--- src/rtl/servo_sched_pkg.sv ---
// Shared constants and slot record for the servo move scheduler.
// The slot record here is sized for the default 28-channel build.
package servo_sched_pkg;

    localparam int DEF_NUM_SERVOS    = 28;
    localparam int DEF_MAX_ACTIVE    = 4;
    localparam int DEF_SETTLE_CYCLES = 15_000_000;
    localparam int DEF_CNT_W         = 24;
    localparam int DEF_IDX_W         = $clog2(DEF_NUM_SERVOS);

    typedef struct packed {
        logic                 busy;
        logic [DEF_IDX_W-1:0] idx;
        logic [DEF_CNT_W-1:0] cnt;
    } slot_t;

endpackage

--- src/rtl/servo_move_scheduler_rr_pick.sv ---
// Round-robin picker: rotates the request vector to start at ptr, finds the first set bit,
// and maps the result back to an absolute index.
module rr_pick #(
    parameter int N     = 28,
    parameter int IDX_W = $clog2(N)
) (
    input  logic [N-1:0]     req,
    input  logic [IDX_W-1:0] ptr,
    output logic             found,
    output logic [IDX_W-1:0] idx
);

    logic [N-1:0] rotated;
    int           offset;
    int           sum;

    always_comb begin
        rotated = '0;
        offset  = 0;
        sum     = 0;
        for (int k = 0; k < N; k++) begin
            sum = int'(ptr) + k;
            if (sum >= N) sum = sum - N;
            rotated[k] = req[IDX_W'(sum)];
        end
        found = |rotated;
        for (int k = N - 1; k >= 0; k--) begin
            if (rotated[k]) offset = k;
        end
        sum = int'(ptr) + offset;
        if (sum >= N) sum = sum - N;
        idx = IDX_W'(sum);
    end

endmodule

--- src/rtl/servo_move_scheduler.sv ---
// Releases segment-pattern changes to the servo pins, keeping at most MAX_ACTIVE servos
// moving at once; grants are round-robin and each grant occupies a slot for SETTLE_CYCLES.
module servo_move_scheduler
    import servo_sched_pkg::*;
#(
    parameter int                    NUM_SERVOS    = DEF_NUM_SERVOS,
    parameter int                    MAX_ACTIVE    = DEF_MAX_ACTIVE,
    parameter int                    SETTLE_CYCLES = DEF_SETTLE_CYCLES,
    parameter int                    CNT_W         = DEF_CNT_W,
    parameter logic [NUM_SERVOS-1:0] RESET_PATTERN = '1
) (
    input  logic                              clk,
    input  logic                              reset,
    input  logic                              main_program,
    input  logic [NUM_SERVOS-1:0]             target,
    output logic [NUM_SERVOS-1:0]             applied,
    output logic [NUM_SERVOS-1:0]             in_motion,
    output logic                              grant_valid,
    output logic [$clog2(NUM_SERVOS)-1:0]     grant_idx,
    output logic [$clog2(MAX_ACTIVE+1)-1:0]   active_count,
    output logic                              busy
);

    localparam int IDX_W  = $clog2(NUM_SERVOS);
    localparam int ACT_W  = $clog2(MAX_ACTIVE + 1);
    localparam int SLOT_W = (MAX_ACTIVE > 1) ? $clog2(MAX_ACTIVE) : 1;
    localparam logic [CNT_W-1:0] CNT_LOAD = CNT_W'(SETTLE_CYCLES - 1);
    localparam logic [IDX_W-1:0] LAST_IDX = IDX_W'(NUM_SERVOS - 1);

    typedef struct packed {
        logic             busy;
        logic [IDX_W-1:0] idx;
        logic [CNT_W-1:0] cnt;
    } slot_rec_t;

    slot_rec_t             slots [MAX_ACTIVE];
    logic [IDX_W-1:0]      rr_ptr;
    logic [NUM_SERVOS-1:0] pending;
    logic [NUM_SERVOS-1:0] eligible;
    logic [NUM_SERVOS-1:0] motion_clr;
    logic [NUM_SERVOS-1:0] grant_mask;
    logic                  pick_found;
    logic [IDX_W-1:0]      pick_idx;
    logic                  free_found;
    logic [SLOT_W-1:0]     free_slot;
    logic                  do_grant;

    assign pending  = target ^ applied;
    assign eligible = pending & ~in_motion;

    rr_pick #(
        .N     (NUM_SERVOS),
        .IDX_W (IDX_W)
    ) u_pick (
        .req   (eligible),
        .ptr   (rr_ptr),
        .found (pick_found),
        .idx   (pick_idx)
    );

    // Free-slot search looks only at registered slot state, so a slot expiring on this
    // edge is reused one cycle later and the counter never feeds the arbiter directly.
    always_comb begin
        free_found   = 1'b0;
        free_slot    = '0;
        motion_clr   = '0;
        active_count = '0;
        for (int s = MAX_ACTIVE - 1; s >= 0; s--) begin
            if (!slots[s].busy) begin
                free_found = 1'b1;
                free_slot  = SLOT_W'(s);
            end
            if (slots[s].busy && slots[s].cnt == '0) motion_clr[slots[s].idx] = 1'b1;
            active_count = active_count + ACT_W'(slots[s].busy);
        end
    end

    assign do_grant = main_program & free_found & pick_found;

    always_comb begin
        grant_mask = '0;
        if (do_grant) grant_mask[pick_idx] = 1'b1;
    end

    always_ff @(posedge clk) begin
        for (int s = 0; s < MAX_ACTIVE; s++) begin
            if (reset) begin
                slots[s].busy <= 1'b0;
            end else if (do_grant && free_slot == SLOT_W'(s)) begin
                slots[s].busy <= 1'b1;
                slots[s].idx  <= pick_idx;
                slots[s].cnt  <= CNT_LOAD;
            end else if (slots[s].busy) begin
                if (slots[s].cnt == '0) slots[s].busy <= 1'b0;
                else                    slots[s].cnt  <= slots[s].cnt - CNT_W'(1);
            end
        end
    end

    always_ff @(posedge clk) begin
        if (reset) begin
            applied     <= RESET_PATTERN;
            in_motion   <= '0;
            rr_ptr      <= '0;
            grant_valid <= 1'b0;
            grant_idx   <= '0;
            busy        <= 1'b0;
        end else begin
            grant_valid <= do_grant;
            busy        <= (|pending) | (|in_motion);
            in_motion   <= (in_motion & ~motion_clr) | grant_mask;
            if (do_grant) begin
                applied[pick_idx] <= target[pick_idx];
                grant_idx         <= pick_idx;
                rr_ptr            <= (pick_idx == LAST_IDX) ? '0 : pick_idx + IDX_W'(1);
            end
        end
    end

endmodule

--- config.mk ---
export PLATFORM = sky130hd
export DESIGN_NAME = servo_move_scheduler
export DESIGN_NICKNAME = d
export VERILOG_FILES = /design/src/rtl/servo_sched_pkg.sv /design/src/rtl/servo_move_scheduler_rr_pick.sv /design/src/rtl/servo_move_scheduler.sv
export SDC_FILE = /design/constraint.sdc
export NUM_CORES = 1
export LEC_CHECK = 0
export CORE_UTILIZATION = 45
export DETAILED_ROUTE_END_ITERATION = 16
export GPL_TIMING_DRIVEN = 0
export PLACE_DENSITY = 0.74
export SYNTH_ARGS = -nofsm -noshare
export SYNTH_HDL_FRONTEND = slang
export SYNTH_SLANG_ARGS = --single-unit
--- constraint.sdc ---
create_clock -name clk -period 8 [get_ports clk]
set_clock_uncertainty 0.2 [all_clocks]
set_input_delay 0.8 -clock clk [delete_from_list [all_inputs] [get_ports clk]]
set_output_delay 0.8 -clock clk [all_outputs]
set_load 0.01 [all_outputs]
==> metrics.txt <==
fill count 3173; layout cells sized above 1 13.3%; combinational share of power 66.6%; Post-synth EDFFs 120; Slew HR 21.2%; Core Box Area 35800 um2; DR DRC count 0; CTS tree done; Setup violations, final 0; CP Max Fanout 10; Crit path largest cell delay 0.67 ns; clk buf depth 2; critical path data arrival time 7.88 ns; sequential share of the synthesized area 30.1%; count of pins over their slew limit 0; Routed Antenna Nets 0; CTS Sinks 188; initial antenna violation count 3; net switching fraction of the power 46.7%; Hold Crit Class flip-flop to flip-flop; crit path time final 7.76 ns; chip width 194 um; sequential share of power 19.2%; fin nets 2109; Num CTS Buffers 17; PwrDens 329 nW/um2; design internal power 3.40 mW; DR vias/cell 6.42; # IOs 97; Worst Path Class, Setup flip-flop to flip-flop; Die H 194 um; Post-Syn Nets 1978; gr usage total 31.0%; CP top delay family multiplexers; slowest library cell on the worst path mux4_2; f_max 0.129 GHz; Final Hold Vio Count 0; DR pass1 iterations 8; GP Congestion 1.01; final core occ 54.0%; grt ovf 0; Synth Instances 1890; placed instance count 2451; NetSw 2.98 mW; unique cell type count in the Yosys netlist 84; largest net degree at the start of global routing 19; Worst-path clk slew 0.08 ns; Placement Rows 69; dpl hpwl 44100 um; Post-synth ARST share 0%; wire per inst 23.3 um; Worst VDD drop 0.192 mV; #FFs+latches synth 188; Clk Latency, worst-skew pair 0.45 ns; final WL 58300 um; element type at the critical path end flip-flop; Avg Inst Size Synth 8.74 um2; fin cells 2498; htree depth 4; root buffer cell clkbuf_16; Tightest Pin Transition 1.18 ns; CP Launch Type flip-flop; Layout area overhead 17.2%; Initial Util 46.1%; port buffer count 96; Critical Path RT 8.12 ns; vias 16.0k; yosys warns 0; hold buffers post-CTS 0; first-pass GRT wire length 90300 um; top_reg_cell synth edfxtp_1; Die Area 37500 um2; Post-Syn Area 16500 um2; CP bufs+invs 9; Tcrit/Tclk final 97.1%; status finished clean; vias in the first global route 15.5k; P_leak 6.77 nW; DR iter-0 viols 1892; Clk pwr share 14.1%; maxcap violations 0
## final cells by class
type / count / area [um2] / share of cell area (%)
timing repair buffer: 118 / 1190 / 6.16
multi-input combinational: 1560 / 11300 / 58.6
inverter: 58 / 241 / 1.25
buffer: 78 / 415 / 2.15
clock buffer: 21 / 493 / 2.55
clock inverter: 11 / 120 / 0.620
sequential: 188 / 4980 / 25.7
tap: 461 / 577 / 2.98
antenna: 3 / 7.51 / 0.0388
## cells in the mapped netlist (all sizes together) (15+ instances only)
cell type / count / area, um2
or2: 24 / 150
clkbuf: 55 / 206
nor2: 210 / 788
xnor2: 129 / 1140
o21ai: 103 / 527
or3: 24 / 150
inv: 55 / 206
buf: 29 / 155
a21boi: 15 / 113
o211ai: 39 / 298
mux4: 49 / 1100
edfxtp: 120 / 3600
nand3: 60 / 300
nand2b: 40 / 258
nor3: 67 / 335
and3: 27 / 169
nor4: 27 / 169
mux2: 28 / 315
dfxtp: 68 / 1360
a21oi: 127 / 636
mux2i: 101 / 1010
ha: 54 / 676
nor2b: 39 / 244
xor2: 46 / 410
nand2: 152 / 571
## state kept, by name, summed over array words and instances (netlist names)
signal       cells
applied         28
busy             1
grant_idx        5
grant_valid      1
in_motion       28
rr_ptr           5
slots          120
## repair_timing
action	4_1_cts	5_1_grt
cloned	1	0
gates resized for setup	55	56
pin swaps	6	8
endpoints found under the setup margin	75	60
setup buffers	12	5
## worst min-delay path, delay by kind of cell, from the launching register on
kind | cells | cell delay [ns]
simple gates | 1 | 0.07
mux | 1 | 0.06
flops | 1 | 0.32
## cell families after synthesis
family	count (synthesis)	synth area share [%]
multiplexers	178	14.7
AND/OR/NAND/NOR	741	22.1
XOR/XNOR	175	9.37
flip-flops	188	30.1
buffers and inverters	142	3.51
adder cells (fa/ha/maj)	57	4.45
AO/OA/AOI/OAI	409	15.8
## cells in the final DEF (no fill, tap or decap), drive strengths merged, types with 10 or more instances in the layout
| cell | n |
|---|---|
| nor2 | 210 |
| nand2 | 152 |
| xnor2 | 129 |
| a21oi | 127 |
| edfxtp | 120 |
| o21ai | 103 |
| mux2i | 101 |
| clkdlybuf4s50 | 96 |
| clkbuf | 70 |
| dfxtp | 68 |
| nor3 | 67 |
| inv | 62 |
| nand3 | 60 |
| ha | 54 |
| buf | 51 |
| mux4 | 49 |
| xor2 | 46 |
| nand2b | 40 |
| nor2b | 39 |
| o211ai | 39 |
| mux2 | 28 |
| and3 | 27 |
| nor4 | 27 |
| or2 | 24 |
| or3 | 24 |
| a21boi | 15 |
| a21o | 14 |
| a31oi | 14 |
| nand4 | 13 |
| a221oi | 13 |
| nand3b | 12 |
| or4 | 12 |
| o31ai | 12 |
| nor3b | 11 |
| a211oi | 11 |
| and2 | 10 |
## metrics by stage
| stage | instance area (um2) | worst slack [ns] | setup TNS (ns) | power [mW] | hold slack, ns |
|---|---|---|---|---|---|
| 5_1_grt | 19400 | -0.0176 | -0.0459 | 6.72 | 0.317 |
| 2_1_floorplan | 16500 | -0.0177 | -0.354 | 3.90 | 0.296 |
| 4_1_cts | 19100 | 0.00716 | 0 | 6.15 | 0.290 |
| 3_3_place_gp | 18100 | -2.54 | -209.98 | 4.94 | 0.265 |
| 6_report | 19400 | 0.235 | 0 | 6.38 | 0.290 |
| 3_5_place_dp | 18200 | -2.73 | -124.72 | 5.02 | 0.279 |
## routing by layer
layer  share of wire [%]  GRT usage (%)  up-vias  wire (um)
met4                 6.3           17.4        0       3680
met5                   0              0        -          0
met3                 9.2           6.00      232       5340
met2                  45           49.7      855      26200
met1                  40           39.1     7698      23100
li1                    -              -     7241          -
## power groups by stage
| stage | combinational [mW] | sequential [mW] | clock, mW |
|---|---|---|---|
| 2_1_floorplan | 2.69 | 1.22 | 0 |
| 3_3_place_gp | 3.70 | 1.24 | 0 |
| 3_5_place_dp | 3.78 | 1.24 | 0 |
| 4_1_cts | 4.03 | 1.22 | 0.907 |
| 5_1_grt | 4.54 | 1.23 | 0.944 |
| 6_report | 4.25 | 1.23 | 0.900 |
## path summary, 6_finish.rpt
path	startpoint	endpoint	slack, ns	cells past startpoint
max	rr_ptr[0]$_SDFFE_PP0P_	applied[11]$_SDFFE_PP1P_	0.24	31
min	grant_idx[0]$_SDFFE_PP0P_	grant_idx[0]$_SDFFE_PP0P_	0.29	2
max reg2reg	rr_ptr[0]$_SDFFE_PP0P_	applied[11]$_SDFFE_PP1P_	0.24	31
min reg2reg	grant_idx[0]$_SDFFE_PP0P_	grant_idx[0]$_SDFFE_PP0P_	0.29	2
No activity file was read; power rests on OpenSTA's default activity.
